[src/rtl/spi_bus_arbiter.sv]
// Round-robin arbiter that shares one SPI master among NUM_REQ requesters,
// sequences the master's start/complete handshake and routes its chip select.
module spi_bus_arbiter #(
  parameter int NUM_REQ   = 4,
  parameter int REG_WIDTH = 8,
  parameter int CNT_W     = $clog2(REG_WIDTH) + 1,
  parameter int TIMEOUT   = 64
) (
  input  logic                         sys_clk,
  input  logic                         rst,
  input  logic [NUM_REQ-1:0]           req,
  input  logic [NUM_REQ*REG_WIDTH-1:0] req_data,
  input  logic [NUM_REQ*CNT_W-1:0]     req_size,
  output logic [NUM_REQ-1:0]           ack,
  output logic                         err,
  output logic [REG_WIDTH-1:0]         rdata,
  output logic                         busy,
  output logic [$clog2(NUM_REQ)-1:0]   grant_id,
  output logic                         m_t_begin,
  output logic [REG_WIDTH-1:0]         m_data_in,
  output logic [CNT_W-1:0]             m_t_size,
  input  logic [REG_WIDTH-1:0]         m_data_out,
  input  logic                         m_cs,
  output logic [NUM_REQ-1:0]           dev_cs_n
);

  localparam int ID_W  = $clog2(NUM_REQ);
  localparam int SUM_W = ID_W + 1;
  localparam int TMR_W = $clog2(TIMEOUT + 1);
  localparam logic [NUM_REQ-1:0] ONE_HOT0  = NUM_REQ'(1);
  localparam logic [TMR_W-1:0]   TMR_LAST  = TMR_W'(TIMEOUT - 1);
  localparam logic [ID_W-1:0]    LAST_ID   = ID_W'(NUM_REQ - 1);
  localparam logic [CNT_W-1:0]   MAX_SIZE  = CNT_W'(REG_WIDTH);

  typedef enum logic [2:0] {
    IDLE,
    START,
    WAIT_LO,
    WAIT_HI,
    DONE,
    REJECT
  } state_t;

  state_t             state_reg;
  logic [ID_W-1:0]    rr_ptr_reg;
  logic [TMR_W-1:0]   timer_reg;

  logic [REG_WIDTH-1:0] data_arr [NUM_REQ];
  logic [CNT_W-1:0]     size_arr [NUM_REQ];
  logic [SUM_W-1:0]     scan_sum [NUM_REQ];
  logic [ID_W-1:0]      scan_idx [NUM_REQ];

  logic               win_valid;
  logic [ID_W-1:0]    win_idx;
  logic [CNT_W-1:0]   win_size;
  logic               win_bad;
  logic               cs_route;
  logic [ID_W-1:0]    next_ptr;

  // scan_idx[k] is the requester examined k-th, starting from the rr pointer
  generate
    for (genvar gi = 0; gi < NUM_REQ; gi++) begin : g_slot
      assign data_arr[gi] = req_data[gi*REG_WIDTH +: REG_WIDTH];
      assign size_arr[gi] = req_size[gi*CNT_W +: CNT_W];
      assign scan_sum[gi] = {1'b0, rr_ptr_reg} + SUM_W'(gi);
      assign scan_idx[gi] = (scan_sum[gi] >= SUM_W'(NUM_REQ))
                          ? ID_W'(scan_sum[gi] - SUM_W'(NUM_REQ))
                          : scan_sum[gi][ID_W-1:0];
    end
  endgenerate

  // Walk the scan order backwards so the requester closest to the pointer wins
  always_comb begin
    win_valid = 1'b0;
    win_idx   = '0;
    for (int k = NUM_REQ - 1; k >= 0; k--) begin
      if (req[scan_idx[k]]) begin
        win_valid = 1'b1;
        win_idx   = scan_idx[k];
      end
    end
  end

  assign win_size = size_arr[win_idx];
  assign win_bad  = (win_size == '0) || (win_size > MAX_SIZE);
  assign next_ptr = (grant_id == LAST_ID) ? '0 : grant_id + 1'b1;
  assign cs_route = (state_reg == START) || (state_reg == WAIT_LO) || (state_reg == WAIT_HI);

  generate
    for (genvar gi = 0; gi < NUM_REQ; gi++) begin : g_cs
      assign dev_cs_n[gi] = (cs_route && (grant_id == ID_W'(gi))) ? m_cs : 1'b1;
    end
  endgenerate

  always_ff @(posedge sys_clk) begin
    if (!rst) begin
      state_reg  <= IDLE;
      rr_ptr_reg <= '0;
      timer_reg  <= '0;
      ack        <= '0;
      err        <= 1'b0;
      rdata      <= '0;
      busy       <= 1'b0;
      grant_id   <= '0;
      m_t_begin  <= 1'b0;
      m_data_in  <= '0;
      m_t_size   <= '0;
    end else begin
      ack       <= '0;
      err       <= 1'b0;
      m_t_begin <= 1'b0;
      case (state_reg)
        IDLE: begin
          if (win_valid) begin
            grant_id  <= win_idx;
            m_data_in <= data_arr[win_idx];
            m_t_size  <= win_size;
            busy      <= 1'b1;
            if (win_bad) begin
              state_reg <= REJECT;
              rdata     <= '0;
              ack       <= ONE_HOT0 << win_idx;
              err       <= 1'b1;
            end else begin
              state_reg <= START;
              m_t_begin <= 1'b1;
            end
          end
        end
        START: begin
          state_reg <= WAIT_LO;
          timer_reg <= '0;
        end
        WAIT_LO: begin
          if (!m_cs) begin
            state_reg <= WAIT_HI;
            timer_reg <= '0;
          end else if (timer_reg == TMR_LAST) begin
            state_reg <= REJECT;
            rdata     <= '0;
            ack       <= ONE_HOT0 << grant_id;
            err       <= 1'b1;
          end else begin
            timer_reg <= timer_reg + 1'b1;
          end
        end
        WAIT_HI: begin
          if (m_cs) begin
            state_reg <= DONE;
            rdata     <= m_data_out;
            ack       <= ONE_HOT0 << grant_id;
          end else if (timer_reg == TMR_LAST) begin
            // master is left to finish its frame on its own
            state_reg <= REJECT;
            rdata     <= '0;
            ack       <= ONE_HOT0 << grant_id;
            err       <= 1'b1;
          end else begin
            timer_reg <= timer_reg + 1'b1;
          end
        end
        DONE, REJECT: begin
          state_reg  <= IDLE;
          busy       <= 1'b0;
          rr_ptr_reg <= next_ptr;
        end
        default: begin
          state_reg <= IDLE;
          busy      <= 1'b0;
        end
      endcase
    end
  end

endmodule

[config.mk]
export PLATFORM = sky130hd
export DESIGN_NAME = spi_bus_arbiter
export DESIGN_NICKNAME = d
export VERILOG_FILES = /design/src/rtl/spi_bus_arbiter.sv
export SDC_FILE = /design/constraint.sdc
export NUM_CORES = 1
export LEC_CHECK = 0
export ABC_AREA = 0
export CAP_MARGIN = 40
export CELL_PAD_IN_SITES_DETAIL_PLACEMENT = 1
export CELL_PAD_IN_SITES_GLOBAL_PLACEMENT = 1
export CORE_ASPECT_RATIO = 1.75
export CORE_MARGIN = 8
export CORE_UTILIZATION = 32
export DETAILED_ROUTE_END_ITERATION = 10
export GPL_ROUTABILITY_DRIVEN = 0
export HOLD_SLACK_MARGIN = 0.06
export PLACE_DENSITY = 0.95
export RECOVER_POWER = 25
export SYNTH_ARGS = -nofsm -noshare
export SYNTH_HDL_FRONTEND = slang
export SYNTH_SLANG_ARGS = --single-unit
[constraint.sdc]
create_clock -name sys_clk -period 5.84 [get_ports sys_clk]
set_input_delay 1.168 -clock sys_clk [delete_from_list [all_inputs] [get_ports sys_clk]]
set_output_delay 1.168 -clock sys_clk [all_outputs]
set_load 0.005 [all_outputs]
# Word-level counts from Yosys, hierarchy flattened
# Index checks and enable logic that the tools add are counted.
# op_classes
mul,0
shifts,2
n_mux,62
reduce_logical,19
n_eq_ne,13
add_sub_neg,9
div_mod_pow,0
magnitude_cmp,10
bitwise_logic,2
# ops
operator,count
two-way mux 8 bit,7
two-way mux 4 bit,7
one-hot mux 8 bit (3 select lines),1
two-way mux 7 bit,3
one-hot mux 7 bit (3 select lines),1
two-way mux 1 bit,19
two-way mux 2 bit,9
binary-select mux 8 bit (select 2 bit),1
two-way mux 3 bit,5
>= comparator 3 bit (second input constant),4
< comparator 2 x 3 -> 1 bit (second input constant),4
one-hot mux 3 bit (4 select lines),1
one-hot mux 4 bit (3 select lines),1
binary-select mux 1 bit (select 2 bit),4
binary-select mux 4 bit (select 2 bit),1
!= test 2 bit (second input constant),4
<< shifter 1 x 2 -> 4 bit (first input constant),2
subtractor 2 x 1 -> 2 bit (second input constant),4
adder 7 x 1 -> 7 bit (second input constant),1
equality test 7 x 6 -> 1 bit (second input constant),1
adder 2 x 2 -> 3 bit (second input constant),2
equality test 3 x 2 -> 1 bit (second input constant),2
equality test 3 bit (second input constant),2
AND reduction 2 bit,3
21 further kinds,28
# totals
word_cells,128
mem_count,0
input_bits,63
mem_bits_rw,0
rom_bits,0
latch_bits,0
output_inout_bits,33
register_bits,41

# Depth between registers and ports, before layout
# depth
word_depth,18
depth_mapped,9

# Worst setup path after synthesis
# Ideal clock, no wire load.
# synth_path
path_kind,in2reg
startpoint,input port req[2]
endpoint,register rdata[0]
path_stages,8
t_required_ns,5.705
arrival_ns,3.224
setup_ns,0.135
path_slack_ns,2.481
path_cell_list,nor2b_1 > nor2b_1 > or3_1 > buf_2 > mux4_2 > a211oi_4 > mux2i_1 > o21ai_1
# synth_via
elab_chain_len,14
# synth_lines
item,line_no,source
from (decl),11,"input logic [NUM_REQ-1:0] req,"
binary-select mux 1 bit (select 2 bit),77,if (req[scan_idx[k]]) begin
two-way mux 1 bit (not written as such),77,
two-way mux 2 bit (4 in a row),77,
NOT 2 -> 3 bit (not written as such),84,assign win_size = size_arr[win_idx];
binary-select mux 4 bit (select 2 bit),84,
two-way mux 4 bit (not written as such) (2 in a row),84,
greater-than comparator 4 bit / logical NOT 4 bit (equally long branches),85,assign win_bad = (win_size == '0) || (win_size > MAX_SIZE);
logical OR 1 bit,85,
!= test 2 bit (no source line),n/a,
AND reduction 4 bit (no source line) (*),n/a,
to (signal assigned),150,rdata <= m_data_out;
to (decl),16,"output logic [REG_WIDTH-1:0] rdata,"
# Every way passes the cells marked *; elsewhere a longest branch is shown, timed or not. The select of a mux whose other input is x is not followed.
# A chain may end at the register's enable or synchronous reset.

# Final worst setup path
# layout_path
startpoint,input port req[2]
endpoint,register rdata[5]
# The elaborated chain is that of the path after synthesis.

==> impl_metrics.yaml <==
status:
  status: "completed"
timing:
  finalCriticalPeriod_ns: 4.24
  rsz0062_at_grt: "no"
  finalSetupViolations: 0
  timing.final.ws_setup_ns: 1.60
  setup-tns-final_ns: 0
  post-route-period-util: 0.726
  skew_ns: 0.00453
  hold_viol: 0
  fmax_mhz: 236
  slew_headroom: 0.0841
  worstMarginPinSlew_ns: 1.37
  drv_slew: 0
drt:
  ant_nets: 0
  drt_pass1_iterations: 4
  via_per_inst: 5.26
  route.detailed.drc: 0
  drt_iter0_drc: 84
  vias: 2474
  wl_per_cell_um: 17.4
  routed_wl_um: 8160
global_routing:
  grt_pass1_wl_um: 13500
  gr-total-overflow: 0
  grt_pass1_vias: 2867
  antenna_found_initial: 0
  grtUsageTotal: 0.168
  grt_max_degree: 36
setup_path:
  critPathRequiredTime_ns: 5.98
  endpoint_kind: "flip-flop"
  crit_buf_inv: 1
  crit_chain: "clkdlybuf4s50_1, nor2b_1, nor2b_1, or3_1, mux4_2, a211oi_4, mux2i_1, o21ai_1"
  cpMostUsedCell: "nor2b_1"
  cp_top_family: "multiplexers"
  critPathSlowestCell: "mux4_2"
  crit_arrival_ns: 4.38
  criticalPathCategory: "input port to flip-flop"
  worstPathMaxFanout: 14
  cp-start-kind: "input port"
  max_stage_delay_ns: 0.63
yosys:
  yosysTopAreaCellShare: 0.369
  synthCells: 294
  async_flop_share: 0
  ys.flop_type: "dfxtp_1"
  yosys.area.top_type: "dfxtp_1"
  synth.ff_latch_count: 41
  ys_seq_area_frac: 0.369
  synth_edf_count: 0
  syn_nets: 362
  yosysWarnings: 0
  synth_area_sq_um: 2220
  synth_area_leaders: "dfxtp_1 37%, nand2_1 13%, nand3_1 7.6%"
  yosysUniqueCellTypes: 38
  avgSynthCellArea_sq_um: 7.57
power:
  p_total_uw: 1140
  p_leak_uw: 0.00129
  power.density_nw_per_um2: 335
  max-vdd-ir-drop_mv: 0.235
final_layout:
  fin_util: 0.501
  layout_common_cells: "79 x clkdlybuf4s50_1, 77 x nand2_1, 41 x dfxtp_1"
  drive_gt1_frac: 0.0466
  area_growth_pct: 53.2
  final_cell_area_sq_um: 3410
  antenna_cells: 0
  final_common_cell: "clkdlybuf4s50_1"
  fin_nets: 453
clock_tree:
  cts_max_level: 2
  clk_latency_ns: 0.28
  cts_hold_buf: 0
  cts_sinks: 41
  cts-root-buf: "clkbuf_16"
  cts_buffers: 5
  tritoncts: "yes"
  post-cts-setup-buffer-count: 0
  post_cts_resized: 0
  cts_max_path_buffers: 2
  clk_pin_slew_ns: 0.06
place:
  port_buffers: 95
  preCtsSetupSlack_ns: 1.32
  placed_cell_area_sq_um: 3250
  dpl.hpwl_um: 6500
die:
  die_h_um: 126
  dieArea_sq_um: 9980
  fp.dieW_um: 79.0
  io_pins: 96
  floorplan.initialDensity: 0.327
  core_sq_um: 6810
  placementRows: 40
run:
  maxCapViolations: 0
min_path:
  hp-class: "flip-flop to flip-flop"
-- routing by layer --
layer	up-vias	GRT usage	wire length, um
li1	1197	-	-
met4	0	0.0757	188
met5	-	0	0
met2	79	0.332	4720
met1	1184	0.141	2710
met3	14	0.0566	533
-- final timing paths --
kind / startpoint / cells past startpoint / to / slack [ns]
worst max-delay path: req[2] / 8 / rdata[5]$_SDFFE_PN0P_ / 1.60
worst min-delay path: timer_reg[6]$_SDFFE_PN0P_ / 2 / timer_reg[6]$_SDFFE_PN0P_ / 0.44
worst max register to register: rr_ptr_reg[1]$_SDFFE_PN0P_ / 7 / rdata[5]$_SDFFE_PN0P_ / 2.65
worst min register to register: timer_reg[6]$_SDFFE_PN0P_ / 2 / timer_reg[6]$_SDFFE_PN0P_ / 0.44
-- area by class of cell --
| cell class | instances | area (sq um) |
|---|---|---|
| Inverter | 6 | 22.5 |
| Clock buffer | 7 | 153 |
| Fill cell | 848 | 3400 |
| Sequential cell | 41 | 821 |
| Clock inverter | 1 | 5.00 |
| Multi-Input combinational cell | 231 | 1320 |
| Tap cell | 84 | 105 |
| Timing Repair Buffer | 100 | 982 |
-- through the flow --
stage / cells / hold slack, ns
2_1_floorplan: 294 / 0.410
3_3_place_gp: 460 / 0.417
3_5_place_dp: 462 / 0.428
4_1_cts: 470 / 0.435
5_1_grt: 470 / 0.479
6_report: 470 / 0.443
-- synth_stat cells, types with 2 or more instances --
cell,number
a21oi_1,7
a21boi_0,14
or3_1,2
dfxtp_1,41
nand3_1,34
xnor2_1,2
nand2_1,77
o21ai_0,8
nor2b_1,9
nor2_1,16
ha_1,5
mux2i_1,5
nor3_1,5
mux4_2,2
a32oi_1,8
nand4_1,2
nand2b_1,2
xor2_1,3
o21ai_1,9
o21bai_1,2
and3_1,3
inv_1,6
o41ai_1,4
clkbuf_1,14
-- tightest hold or removal path, cell delays in order, from the launching register on --
cell and delay (ns):
dfxtp_1 0.31, nand2_1 0.06, nor2_1 0.03
-- power by group --
part	internal, uW	switching (uW)
registers	336	45.7
logic	212	260
clock network	181	108
total	729	413
-- logic make-up after synthesis --
family	after synthesis	synth area share
AOI/OAI and AO/OA	59	0.187
xor gates and xnor gates	6	0.0270
adders and majority gates	6	0.0326
buffers and inverters	22	0.0377
DFF	41	0.369
muxes	7	0.0427
and+or+nand+nor	153	0.304
(Power assumes the default switching activity.)
==> RTL edit: new RTL, same settings <==
Put one more register stage on the output `err`, cleared by the reset. The value now appears one clock later. The other outputs are not delayed to match.
--- a/src/rtl/spi_bus_arbiter.sv
+++ b/src/rtl/spi_bus_arbiter.sv
@@ -40,6 +40,8 @@
     DONE,
     REJECT
   } state_t;
+
+  logic err_s0;
 
   state_t             state_reg;
   logic [ID_W-1:0]    rr_ptr_reg;
@@ -98,7 +100,7 @@
       rr_ptr_reg <= '0;
       timer_reg  <= '0;
       ack        <= '0;
-      err        <= 1'b0;
+      err_s0     <= 1'b0;
       rdata      <= '0;
       busy       <= 1'b0;
       grant_id   <= '0;
@@ -107,7 +109,7 @@
       m_t_size   <= '0;
     end else begin
       ack       <= '0;
-      err       <= 1'b0;
+      err_s0    <= 1'b0;
       m_t_begin <= 1'b0;
       case (state_reg)
         IDLE: begin
@@ -120,7 +122,7 @@
               state_reg <= REJECT;
               rdata     <= '0;
               ack       <= ONE_HOT0 << win_idx;
-              err       <= 1'b1;
+              err_s0    <= 1'b1;
             end else begin
               state_reg <= START;
               m_t_begin <= 1'b1;
@@ -139,7 +141,7 @@
             state_reg <= REJECT;
             rdata     <= '0;
             ack       <= ONE_HOT0 << grant_id;
-            err       <= 1'b1;
+            err_s0    <= 1'b1;
           end else begin
             timer_reg <= timer_reg + 1'b1;
           end
@@ -154,7 +156,7 @@
             state_reg <= REJECT;
             rdata     <= '0;
             ack       <= ONE_HOT0 << grant_id;
-            err       <= 1'b1;
+            err_s0    <= 1'b1;
           end else begin
             timer_reg <= timer_reg + 1'b1;
           end
@@ -172,5 +174,13 @@
     end
   end
 
+  always_ff @(posedge sys_clk) begin
+    if (!rst) begin
+      err <= '0;
+    end else begin
+      err <= err_s0;
+    end
+  end
+
 endmodule
 
Function: changed (a bounded check fails within 4 cycles, from zero or initial values and one cycle with rst low).
==> RTL edit against the original RTL <==
Worst setup slack improved by 0.13 ns. Area after synthesis rose by 10%. Sequential cell count is 1 higher. Design area grew 6.4%. Die area up 8.6%. Worst hold slack improved by 0.0062 ns. Routed wire length rose by 6.8%. Cell count up 3.4%. Largest power group unchanged. Critical path depth decreased by 4. Global-route usage shrank 0.45 points. Total power rose by 1.8%. Highest routed layer unchanged.
==> RTL edit: results <==
{
  "status": "finished, final reports clean",
  "min_path_type": "register to register",
  "slew_headroom_pct": 12.5,
  "grt_usage_pct": 16.4,
  "syn-instance-count": 312,
  "synthArstFlopShare_pct": 0,
  "vdd_drop_max_uv": 129,
  "grt_max_degree": 33,
  "drt-pass1-iter-count": 5,
  "numPortBuffers": 95,
  "avgRoutedWirePerCell_um": 17.9,
  "nNetsFinal": 465,
  "vias": 2602,
  "finalClockSkew_ns": 0.00523,
  "yosysUniqueCellTypes": 43,
  "place_inst": 478,
  "p_leak_nw": 1.46,
  "n_antenna_cell": 0,
  "ys_seq_area_share_pct": 34.3,
  "drt_iter0_drc": 129,
  "num-fill-cells": 901,
  "synth_warnings": 0,
  "synth_common_cells": "61 x nand2_1, 42 x dfxtp_1, 27 x nand3_1",
  "critical_path.max_fanout": 9,
  "synth.top_cell.area_share_pct": 34.3,
  "synth_area_leaders": "dfxtp_1 34%, nand2_1 9.3%, mux2i_1 6.9%",
  "grt_pass1_wl_um": 14000,
  "power.switching_uw": 409,
  "cts_buffer_depth": 2,
  "cp.arrival_ns": 2.94,
  "dp.final_hpwl_um": 6820,
  "grt_pass1_vias": 2928,
  "fin_cells": 486,
  "setup_viol": 0,
  "syn_nets": 380,
  "clockRootBuffer": "clkbuf_16",
  "drive_above_1_share_pct": 5.78,
  "clk_latency_ns": 0.29,
  "h-tree-depth": 2,
  "post_cts_buffers": 0
}
RTL edit: changes by cell type after synthesis, sizes merged, moves of 8 or more:
| cell | before | now |
|---|---|---|
| a32oi | 8 | 0 |
| and2 | 1 | 16 |
| mux2i | 5 | 18 |
| nand2 | 77 | 62 |
| o21ai | 17 | 7 |
| o221a | 0 | 8 |
RTL edit: kinds of logic after synthesis:
group | share of synthesized area [%]
compound gates | 14.4
xor+xnor | 2.14
fa+ha+maj | 2.55
buf+inv | 4.18
flops | 34.3
mux | 9.48
simple gates | 33.0
RTL edit: path summary, 6_finish.rpt:
| path | slack [ns] | depth (start not counted) | start | to |
|---|---|---|---|---|
| worst max-delay path | 1.74 | 4 | m_cs | dev_cs_n[1] |
| worst min-delay path | 0.45 | 1 | err_s0$_SDFF_PN0_ | err$_SDFF_PN0_ |
| worst max register to register | 2.83 | 8 | rr_ptr_reg[1]$_SDFFE_PN0P_ | rdata[6]$_SDFFE_PN0P_ |
| worst min register to register | 0.45 | 1 | err_s0$_SDFF_PN0_ | err$_SDFF_PN0_ |
RTL edit: layer usage:
layer  up-vias  routed length (um)  global-route usage, %
met5         -                   0                      0
met4         0                 342                   8.94
met3        22                 363                   2.87
met2        83                5030                   31.6
met1      1249                2970                   14.6
li1       1248                   -                      -
RTL edit: area by class of cell:
type	count	share of cell area (%)
Timing Repair Buffer	98	26.7
Sequential cell	42	23.2
Tap cell	88	3.04
Inverter	5	0.517
Clock buffer	5	3.45
Multi-Input combinational cell	245	41.8
Clock inverter	3	1.24
RTL edit: power groups by stage:
stage	clock [mW]	sequential (mW)	combinational [mW]
after global placement	0	0.384	0.438
after CTS	0.324	0.383	0.474
after detailed placement	0	0.388	0.466
final	0.318	0.383	0.463
after global routing	0.331	0.390	0.509
after floorplan	0	0.369	0.280
RTL edit: worst max-delay path, stage by stage:
cell             delay [ns]
clkdlybuf4s50_1        0.57
nor3_1                 0.55
nand2_1                0.15
clkdlybuf4s50_1        0.49
RTL edit: stage by stage:
stage / hold WS, ns / cell area, um^2 / setup WS (ns) / utilization (%)
after floorplan: 0.412 / 2450 / 2.58 / -
after global placement: 0.420 / 3450 / 1.72 / 46.0
after detailed placement: 0.440 / 3460 / 1.58 / 46.1
after CTS: 0.455 / 3630 / 1.74 / 48.3
after global routing: 0.462 / 3630 / 1.62 / 48.3
final: 0.449 / 3630 / 1.74 / 48.3
